### src/rtl/fpu_seq_if.sv
// fpu_seq_if: start/done handshake bundle between an FP requester and fpu_seq
interface fpu_seq_if #(parameter int EXP_W = 8, parameter int MAN_W = 23);
  localparam int W = 1 + EXP_W + MAN_W;
  logic start;
  logic [2:0] fpu_op;
  logic [W-1:0] in1;
  logic [W-1:0] in2;
  logic busy;
  logic done;
  logic [W-1:0] out;
  logic cc;
  modport master (output start, fpu_op, in1, in2, input busy, done, out, cc);
  modport slave (input start, fpu_op, in1, in2, output busy, done, out, cc);
endinterface

### src/rtl/fpu_seq.sv
// fpu_seq: multi-cycle parametrised FP add/sub/compare/move unit with start/done handshake
module fpu_seq #(
  parameter int EXP_W = 8,
  parameter int MAN_W = 23,
  parameter logic [2:0] ADD = 3'h0,
  parameter logic [2:0] SUB = 3'h1,
  parameter logic [2:0] EQ = 3'h2,
  parameter logic [2:0] LT = 3'h3,
  parameter logic [2:0] GT = 3'h4,
  parameter logic [2:0] LE = 3'h5,
  parameter logic [2:0] GE = 3'h6,
  parameter logic [2:0] MOV = 3'h7
) (
  input logic clk,
  input logic rst_n,
  fpu_seq_if.slave bus
);
  localparam int W = 1 + EXP_W + MAN_W;
  localparam int M = MAN_W + 4;
  localparam int LW = $clog2(M + 1);
  typedef logic [EXP_W+1:0] ew_t;
  typedef enum logic [2:0] {S_IDLE, S_ALIGN, S_ADD, S_NORM, S_ROUND} st_t;
  st_t state;
  logic [W-1:0] a_r, b_r, spv_r;
  logic sp_r, sgn_r, eop_r;
  ew_t e_r;
  logic [M-1:0] ml_r, ms_r;
  logic [M:0] sum_r;
  // Magnitude-ordered less-than where -0 and +0 are equal
  function automatic logic lt_f(input logic [W-1:0] x, input logic [W-1:0] y);
    if (x[W-1] != y[W-1]) return x[W-1] & ((|x[W-2:0]) | (|y[W-2:0]));
    return x[W-1] ? (x[W-2:0] > y[W-2:0]) : (x[W-2:0] < y[W-2:0]);
  endfunction
  logic sa, sb, za, zb, na, nb, ia, ib, swap, nan, sp;
  logic [EXP_W-1:0] ea, eb, el, es, diff;
  logic [MAN_W-1:0] fa, fb;
  logic [MAN_W:0] ha, hb, hl, hs;
  logic [2*M-1:0] sh;
  logic [M-1:0] ms;
  logic [W-1:0] spv;
  // Unpack, classify specials, order by magnitude and align the smaller operand
  always_comb begin
    {sa, ea, fa} = a_r;
    {sb, eb, fb} = b_r;
    za = ea == '0;
    zb = eb == '0;
    na = (&ea) & (|fa);
    nb = (&eb) & (|fb);
    ia = (&ea) & ~(|fa);
    ib = (&eb) & ~(|fb);
    ha = za ? '0 : {1'b1, fa};
    hb = zb ? '0 : {1'b1, fb};
    swap = (zb ? '0 : {eb, fb}) > (za ? '0 : {ea, fa});
    el = swap ? eb : ea;
    es = swap ? ea : eb;
    hl = swap ? hb : ha;
    hs = swap ? ha : hb;
    diff = el - es;
    sh = {hs, 3'b000, {M{1'b0}}} >> diff;
    ms = 32'(diff) > M - 1 ? {{(M-1){1'b0}}, |hs} : {sh[2*M-1:M+1], sh[M] | (|sh[M-1:0])};
    nan = na | nb | (ia & ib & (sa != sb));
    sp = nan | ia | ib;
    spv = nan ? {1'b0, {EXP_W{1'b1}}, 1'b1, {(MAN_W-1){1'b0}}} :
          ia ? {sa, {EXP_W{1'b1}}, {MAN_W{1'b0}}} : {sb, {EXP_W{1'b1}}, {MAN_W{1'b0}}};
  end
  logic [LW-1:0] lz;
  logic [M-1:0] mn;
  ew_t en, ef;
  logic uf, of, zero, inc, ovf;
  logic [MAN_W+1:0] r;
  logic [MAN_W-1:0] fr;
  logic [W-1:0] res;
  // Normalise the registered sum and round it to nearest-even into the final word
  always_comb begin
    lz = '0;
    for (int i = 0; i < M; i++) if (sum_r[i]) lz = LW'(M - 1 - i);
    zero = ~(|sum_r);
    mn = sum_r[M] ? {sum_r[M:2], sum_r[1] | sum_r[0]} : sum_r[M-1:0] << lz;
    en = sum_r[M] ? e_r + ew_t'(1) : e_r - ew_t'(lz);
    uf = ~sum_r[M] & (ew_t'(lz) >= e_r);
    inc = mn[2] & (mn[1] | mn[0] | mn[3]);
    r = {1'b0, mn[M-1:3]} + {{(MAN_W+1){1'b0}}, inc};
    ovf = r[MAN_W+1];
    fr = ovf ? r[MAN_W:1] : r[MAN_W-1:0];
    ef = en + {{(EXP_W+1){1'b0}}, ovf};
    of = ef >= {2'b00, {EXP_W{1'b1}}};
    res = sp_r ? spv_r :
          zero ? {~eop_r & sgn_r, {(W-1){1'b0}}} :
          uf ? {sgn_r, {(W-1){1'b0}}} :
          of ? {sgn_r, {EXP_W{1'b1}}, {MAN_W{1'b0}}} : {sgn_r, ef[EXP_W-1:0], fr};
  end
  logic c_nan, c_eq, c_lt, c_gt, flag;
  // Compare flag for the single-cycle compare ops; any NaN forces false
  always_comb begin
    c_nan = ((&bus.in1[W-2:MAN_W]) & (|bus.in1[MAN_W-1:0])) | ((&bus.in2[W-2:MAN_W]) & (|bus.in2[MAN_W-1:0]));
    c_eq = (bus.in1 == bus.in2) | (~(|bus.in1[W-2:0]) & ~(|bus.in2[W-2:0]));
    c_lt = lt_f(bus.in1, bus.in2);
    c_gt = lt_f(bus.in2, bus.in1);
    flag = ~c_nan & (bus.fpu_op == EQ ? c_eq : bus.fpu_op == LT ? c_lt : bus.fpu_op == GT ? c_gt :
                     bus.fpu_op == LE ? (c_lt | c_eq) : bus.fpu_op == GE ? (c_gt | c_eq) : 1'b0);
  end
  // Sequencer; rounding is folded into the NORM->ROUND edge so out/done are registered in the done cycle
  always_ff @(posedge clk or negedge rst_n) begin
    if (!rst_n) begin
      state <= S_IDLE;
      bus.busy <= 1'b0;
      bus.done <= 1'b0;
      bus.out <= '0;
      bus.cc <= 1'b0;
      a_r <= '0;
      b_r <= '0;
      spv_r <= '0;
      sp_r <= 1'b0;
      sgn_r <= 1'b0;
      eop_r <= 1'b0;
      e_r <= '0;
      ml_r <= '0;
      ms_r <= '0;
      sum_r <= '0;
    end else begin
      bus.done <= 1'b0;
      case (state)
        S_ALIGN: begin
          state <= S_ADD;
          sp_r <= sp;
          spv_r <= spv;
          sgn_r <= swap ? sb : sa;
          eop_r <= sa ^ sb;
          e_r <= {2'b00, el};
          ml_r <= {hl, 3'b000};
          ms_r <= ms;
        end
        S_ADD: begin
          state <= S_NORM;
          sum_r <= eop_r ? {1'b0, ml_r} - {1'b0, ms_r} : {1'b0, ml_r} + {1'b0, ms_r};
        end
        S_NORM: begin
          state <= S_ROUND;
          bus.busy <= 1'b0;
          bus.done <= 1'b1;
          bus.out <= res;
        end
        default: begin
          state <= S_IDLE;
          if (bus.start && (bus.fpu_op == ADD || bus.fpu_op == SUB)) begin
            state <= S_ALIGN;
            bus.busy <= 1'b1;
            a_r <= bus.in1;
            b_r <= {bus.in2[W-1] ^ (bus.fpu_op == SUB), bus.in2[W-2:0]};
          end else if (bus.start) begin
            bus.done <= 1'b1;
            bus.out <= bus.fpu_op == MOV ? bus.in1 : {{(W-1){1'b0}}, flag};
            if (bus.fpu_op != MOV) bus.cc <= flag;
          end
        end
      endcase
    end
  end
endmodule
### src/flat_wrapper.sv
// flat-port wrapper written by rule: the top's interface ports become plain ports
module fpu_seq_flat 
#(
  parameter int EXP_W = 8,
  parameter int MAN_W = 23,
  parameter logic [2:0] ADD = 3'h0,
  parameter logic [2:0] SUB = 3'h1,
  parameter logic [2:0] EQ = 3'h2,
  parameter logic [2:0] LT = 3'h3,
  parameter logic [2:0] GT = 3'h4,
  parameter logic [2:0] LE = 3'h5,
  parameter logic [2:0] GE = 3'h6,
  parameter logic [2:0] MOV = 3'h7
)
  (clk, rst_n, bus_start, bus_fpu_op, bus_in1, bus_in2, bus_busy, bus_done, bus_out, bus_cc);
  fpu_seq_if #(.EXP_W(EXP_W), .MAN_W(MAN_W)) bus_i ();
  input logic clk;
  input logic rst_n;
  input wire logic [$bits(bus_i.start)-1:0] bus_start;
  input wire logic [$bits(bus_i.fpu_op)-1:0] bus_fpu_op;
  input wire logic [$bits(bus_i.in1)-1:0] bus_in1;
  input wire logic [$bits(bus_i.in2)-1:0] bus_in2;
  output wire logic [$bits(bus_i.busy)-1:0] bus_busy;
  output wire logic [$bits(bus_i.done)-1:0] bus_done;
  output wire logic [$bits(bus_i.out)-1:0] bus_out;
  output wire logic [$bits(bus_i.cc)-1:0] bus_cc;
  assign bus_i.start = bus_start;
  assign bus_i.fpu_op = bus_fpu_op;
  assign bus_i.in1 = bus_in1;
  assign bus_i.in2 = bus_in2;
  assign bus_busy = bus_i.busy;
  assign bus_done = bus_i.done;
  assign bus_out = bus_i.out;
  assign bus_cc = bus_i.cc;
  fpu_seq #(.EXP_W(EXP_W), .MAN_W(MAN_W), .ADD(ADD), .SUB(SUB), .EQ(EQ), .LT(LT), .GT(GT), .LE(LE), .GE(GE), .MOV(MOV)) u_core (.clk(clk), .rst_n(rst_n), .bus(bus_i));
endmodule
### config.mk
export PLATFORM = sky130hd
export DESIGN_NAME = fpu_seq_flat
export DESIGN_NICKNAME = d
export VERILOG_FILES = /design/src/rtl/fpu_seq_if.sv /design/src/rtl/fpu_seq.sv /design/src/flat_wrapper.sv
export SDC_FILE = /design/constraint.sdc
export NUM_CORES = 1
export LEC_CHECK = 0
export CAP_MARGIN = 0
export CORE_ASPECT_RATIO = 1.25
export CORE_MARGIN = 4
export CORE_UTILIZATION = 60
export CTS_CLUSTER_DIAMETER = 80
export DETAILED_ROUTE_END_ITERATION = 12
export PLACE_DENSITY_LB_ADDON = 0.15
export SLEW_MARGIN = 20
export SYNTH_ARGS = -nofsm -noshare
export SYNTH_HDL_FRONTEND = slang
export SYNTH_SLANG_ARGS = --single-unit
export TNS_END_PERCENT = 50
### constraint.sdc
create_clock -name clk -period 14.3 [get_ports clk]
set_input_delay 1.43 -clock clk [delete_from_list [all_inputs] [get_ports clk]]
set_output_delay 1.43 -clock clk [all_outputs]
set_load 0.01 [all_outputs]
==> results of run 1 <==
cell families after synthesis:
kind of cell	Yosys count	share of synthesized area (%)
AND/OR/NAND/NOR	873	22.43
AO/OA/AOI/OAI	764	26.40
buffers and inverters	278	5.915
flip-flops	195	26.33
adder cells (fa/ha/maj)	127	8.602
multiplexers	110	6.962
XOR/XNOR	71	3.356
layer usage:
layer	wire (microns)	GRT usage, %
met5	27	0
met4	5101	24.52
met3	6220	8.453
met2	31990	65.67
met1	24940	48.11
layout make-up:
type / count / area share (%)
flip-flops and latches: 195 / 24.12
clock inverters: 14 / 0.6864
inverters: 125 / 2.319
well taps: 401 / 2.480
repair buffers: 128 / 6.054
multi-input cells: 1945 / 62.18
clock buffers: 18 / 2.170
placed cells by master (no fill, tap or decap), types with 12 or more instances in the layout:
| master | synthesis | final |
|---|---|---|
| nand2_1 | 337 | 337 |
| a21oi_1 | 210 | 210 |
| dfrtp_1 | 195 | 195 |
| o21ai_0 | 188 | 188 |
| nor2_1 | 183 | 182 |
| ha_1 | 121 | 121 |
| inv_1 | 120 | 120 |
| clkdlybuf4s50_1 | 0 | 103 |
| mux2i_1 | 58 | 58 |
| nand3_1 | 58 | 57 |
| nor3_1 | 57 | 57 |
| xnor2_1 | 50 | 49 |
| nor4_1 | 44 | 44 |
| mux2_2 | 41 | 41 |
| o211ai_1 | 38 | 38 |
| and2_1 | 36 | 36 |
| nand4_1 | 30 | 30 |
| o22ai_1 | 30 | 30 |
| nand2b_1 | 28 | 28 |
| a211oi_1 | 28 | 28 |
| a21o_1 | 28 | 28 |
| a31oi_1 | 28 | 28 |
| o21a_1 | 25 | 24 |
| buf_4 | 4 | 24 |
| o31ai_1 | 22 | 22 |
| nor2b_1 | 21 | 20 |
| xor2_1 | 21 | 20 |
| o21ai_1 | 18 | 18 |
| clkbuf_16 | 0 | 17 |
| and3_1 | 16 | 16 |
| or3_1 | 15 | 15 |
| o221ai_1 | 12 | 12 |
stage by stage:
step	instance area [sq um]	utilization [%]	setup slack [ns]
4_1_cts	20230	66.80	6.392
6_report	20230	66.80	6.206
5_1_grt	20230	66.80	5.641
3_5_place_dp	19660	64.89	6.430
2_1_floorplan	18530	-	7.783
3_3_place_gp	19660	64.89	6.697
registers in the layout (all words and copies together) (netlist names):
signal	count
u_core.a_r	32
u_core.b_r	32
u_core.bus.out	32
u_core.sum_r	28
u_core.ms_r	27
u_core.ml_r	24
u_core.e_r	8
u_core.spv_r	3
u_core.state	3
u_core.bus.busy	1
u_core.bus.cc	1
u_core.bus.done	1
u_core.eop_r	1
u_core.sgn_r	1
u_core.sp_r	1
how the worst max path moves through the flow:
stage / from / endpoint / slack (ns)
4_1_cts: u_core.b_r[29] / u_core.ms_r[23] / 6.39
6_report: u_core.b_r[29] / u_core.ms_r[23] / 6.21
3_3_place_gp: u_core.b_r[25] / u_core.ms_r[23] / 6.70
5_1_grt: u_core.b_r[25] / u_core.ms_r[23] / 5.64
3_5_place_dp: u_core.b_r[29] / u_core.ms_r[23] / 6.43
2_1_floorplan: u_core.b_r[29] / u_core.ms_r[23] / 7.78
critical path: stages, from the launching register on:
cell and delay [ns]:
dfrtp_1 0.48, nor4_1 0.43, nand3_1 0.80, and2_1 0.49, ha_1 0.33, nand4_1 0.14, nor4_1 0.54, and3_1 0.26
a21oi_1 0.12, o21ai_2 0.12, buf_4 0.34, nor2_1 0.09, a21oi_1 0.15, ha_1 0.32, nor2_1 0.09, maj3_1 0.36
maj3_1 0.35, o21ai_0 0.59, o221ai_1 0.26, xnor2_1 0.29, nor4_1 0.74, nand2_1 0.33, o32ai_1 0.35
==> impl_metrics.yaml, run 1 <==
yosys:
  synthTopCellsByCount: "nand2_1 (337), a21oi_1 (210), dfrtp_1 (195)"
  synth.avg_cell_area_sq_um: 7.663
  async_flop_share_pct: 100.0
  synthesis.nets: 2611
  synth.area.top_cells: "dfrtp_1 (26%), ha_1 (8.2%), nand2_1 (6.8%)"
  post-synth-top-area-fraction_pct: 26.33
  yosys.area.top_type: "dfrtp_1"
  ys_types: 103
  syn_inst: 2418
  synthFlopType: "dfrtp_1"
  netlist_area_sq_um: 18530
  yosys_register_bits: 195
  synth_edf_count: 0
  synth.most_common_cell: "nand2_1"
  ys_seq_area_share_pct: 26.33
  synth_warnings: 0
setup_path:
  r2r_slack_ns: 6.21
  cp_max_fo: 30
  worstPathArrival_ns: 8.44
  reg2reg_depth: 22
  start_kind: "flip-flop"
  critPathKind: "reg2reg"
  r2r_start: "u_core.b_r[29]"
  rr_endpoint: "u_core.ms_r[23]"
  cp.required_ns: 14.65
  end_kind: "flip-flop"
clock_tree:
  cts.htree.levels: 4
  cts_tree: "done"
  cts-root-buf: "clkbuf_16"
  clockBufferDepth: 2
  post-cts-setup-buffers: 0
  cts-resized-gates: 0
  clk_pin_slew_ns: 0.08
  numCtsBuffers: 17
  postCtsHoldBufs: 0
  worstSkewPairLatency_ns: 0.45
  cts_sinks: 195
final_layout:
  multi_input_area_sq_um: 12580
  layout.nets: 2605
  ff_latch_area_sq_um: 4880
  area_delta_synth_final_pct: 9.196
  drive_above_1_share_pct: 6.845
  antenna_cells: 0
  fillCellCount: 2617
  final_cells: 2826
global_routing:
  first_global_vias: 18920
  track_usage_pct: 40.17
  grt_max_degree: 99
  antenna_found_initial: 2
  grt_overflow: 0
  grt_pass1_wl_microns: 105600
sta:
  rsz0062_at_grt: "false"
  whs_ns: 0.4855
  finalSetupViolations: 0
  slew_violations: 0
  fmax_mhz: 123.5
  fin_skew_ns: 0.01527
  period_share_pct: 56.60
  fin_tns_setup_ns: 0
  slew_headroom_pct: 29.36
  hold_violations: 0
  fin_crit_ns: 8.094
  worst_slew_pin_slew_ns: 1.053
min_path:
  min_path_type: "reg2reg"
  holdPathStages: 2
  whs_endpoint: "u_core.spv_r[31]"
  hold_start: "u_core.spv_r[31]"
run:
  drv_cap: 0
detailed_routing:
  detail-route-antenna-nets: 0
  vias_per_cell: 6.924
  drtIter0Drc: 2399
  drc_errors: 0
  num_vias: 19570
  routed_wl_microns: 68280
  routedWlPerCell_microns: 24.16
  drt_first_pass_iters: 6
die:
  die_h_microns: 204.5
  core-area_sq_um: 30290
  num_rows: 71
  die_width_microns: 165.2
  dieArea_sq_um: 33780
  ioPinCount: 105
  initial_utilization_pct: 61.17
placed_design:
  gp_congestion: 1.060
  io_buffer_count: 104
  hpwl_microns: 52650
  dp.cells: 2794
outcome:
  status: "finished clean"
Power of run 1 is left out: the tool's default activity adds up to more than one toggle a clock period on the data nets, which glitch-free logic cannot reach.
==> inputs of run 2 (changes only) <==
clock period = 7.9 ns   (was 14.3 ns; I/O delays follow)
==> run 2 against run 1 <==
  * Sequential share of layout area is 0.18 points lower
  * Hold slack worse by 0.13 ns
  * Clock-buffer cell count is 1 lower
  * Design area is 0.76% higher
  * Cell count is 0.57% higher
==> impl_metrics.yaml, run 2 (same netlist as run 1, synthesis figures left out) <==
setup_path:
  reg2reg_depth: 24
  r2r_slack_ns: 0.59
  cp.required_ns: 8.28
  critPathKind: "reg2reg"
  worstPathArrival_ns: 7.69
  cp_max_fo: 46
  end_kind: "flip-flop"
  start_kind: "flip-flop"
final_layout:
  most-common-layout-cells: "nand2_1 (337), a21oi_1 (210), dfrtp_1 (195)"
  drive_above_1_share_pct: 7.456
  final_common_cell: "nand2_1"
  area_delta_synth_final_pct: 10.03
  final_cells: 2842
  utilization_pct: 67.30
  antenna_cells: 0
  layout.nets: 2621
  fillCellCount: 2589
  largestRegisters: "u_core.a_r: 32 flops, u_core.b_r: 32 flops, u_core.bus.out: 32 flops"
sta:
  worst_slew_pin_slew_ns: 1.066
  whs_ns: 0.3513
  period_share_pct: 92.58
  slew_headroom_pct: 28.77
  fin_skew_ns: 0.02092
  fin_crit_ns: 7.314
  finalSetupViolations: 0
  fmax_mhz: 136.7
  rsz0062_at_grt: "false"
  slew_violations: 0
  fin_tns_setup_ns: 0
  hold_violations: 0
global_routing:
  grt_max_degree: 99
  first_global_vias: 18750
  grt_overflow: 0
  antenna_found_initial: 1
  track_usage_pct: 40.88
  grt_pass1_wl_microns: 107300
detailed_routing:
  num_vias: 19820
  detail-route-antenna-nets: 0
  vias_per_cell: 6.973
  routed_wl_microns: 69750
  drc_errors: 0
  drtIter0Drc: 2759
  routedWlPerCell_microns: 24.54
  drt_first_pass_iters: 9
die:
  die_width_microns: 165.2
  die_h_microns: 204.5
  core-area_sq_um: 30290
  ioPinCount: 105
  initial_utilization_pct: 61.17
  num_rows: 71
  dieArea_sq_um: 33780
placed_design:
  dp.cells: 2810
  io_buffer_count: 104
  hpwl_microns: 53340
  gp_congestion: 1.123
clock_tree:
  worstSkewPairLatency_ns: 0.46
  cts.htree.levels: 4
  post-cts-setup-buffers: 0
  cts-root-buf: "clkbuf_16"
  cts-resized-gates: 0
  numCtsBuffers: 17
  cts_sinks: 195
  clk_pin_slew_ns: 0.08
  clockBufferDepth: 2
  postCtsHoldBufs: 0
  cts_tree: "done"
outcome:
  status: "finished clean"
run:
  drv_cap: 0
min_path:
  min_path_type: "in2async"
## run 2: cell types whose count changed in the layout (fill, tap and decap cells not counted), sizes merged
| cell | delta |
|---|---|
| clkbuf | -1 |
| clkinv | +1 |
| buf | +16 |
## run 2: metrics by stage
| step | setup slack [ns] | area, sq um |
|---|---|---|
| floorplan | 1.383 | 18530 |
| global placement | 1.051 | 19790 |
| detailed placement | 0.8853 | 19790 |
| CTS | 0.8278 | 20390 |
| global route | 0.05360 | 20390 |
| finish | 0.5861 | 20390 |
## run 2: final timing paths
path	startpoint	to
max	u_core.sum_r[0]	u_core.bus.out[12]
min	rst_n	u_core.b_r[26]
max reg2reg	u_core.sum_r[0]	u_core.bus.out[12]
min reg2reg	u_core.spv_r[30]	u_core.spv_r[30]
max in group asynchronous	rst_n	u_core.ml_r[4]
min in group clk	u_core.spv_r[30]	u_core.spv_r[30]
## run 2: area by class of cell
type | instances | area [sq um] | area share, %
clock buffer | 17 | 425.4 | 2.087
timing repair buffer | 144 | 1358 | 6.658
multi-input combinational | 1945 | 12580 | 61.71
inverter | 125 | 469.2 | 2.301
clock inverter | 15 | 173.9 | 0.8530
tap | 401 | 501.7 | 2.461
sequential | 195 | 4880 | 23.93
## run 2: per-layer routing
layer	part of all wire, %	global-route usage, %	vias up
met4	7.3	23.24	2
li1	-	-	8822
met1	36	49.83	9363
met5	0.019	0	-
met3	9.3	8.715	344
met2	47	66.65	1286
## run 2: worst max-delay path, stage by stage, from the launching register on
cell and delay [ns]:
dfrtp_1 0.59, nor3b_1 0.23, o31ai_1 0.10, a211oi_1 0.42, o21a_1 0.43, inv_2 0.42
nor2_1 0.19, a2111oi_0 0.07, a2111oi_0 0.64, o221ai_1 0.30, o41ai_2 0.17, nor3b_4 0.34
nand2_1 0.13, nor4_4 0.40, ha_1 0.25, ha_1 0.19, and3_1 0.19, and3_1 0.20
nand3_1 0.09, mux2i_1 0.37, o41a_1 0.28, and3_1 0.45, o21ai_2 0.31, nand2b_1 0.25
a31oi_1 0.18
Power of run 2 is left out for the same reason.
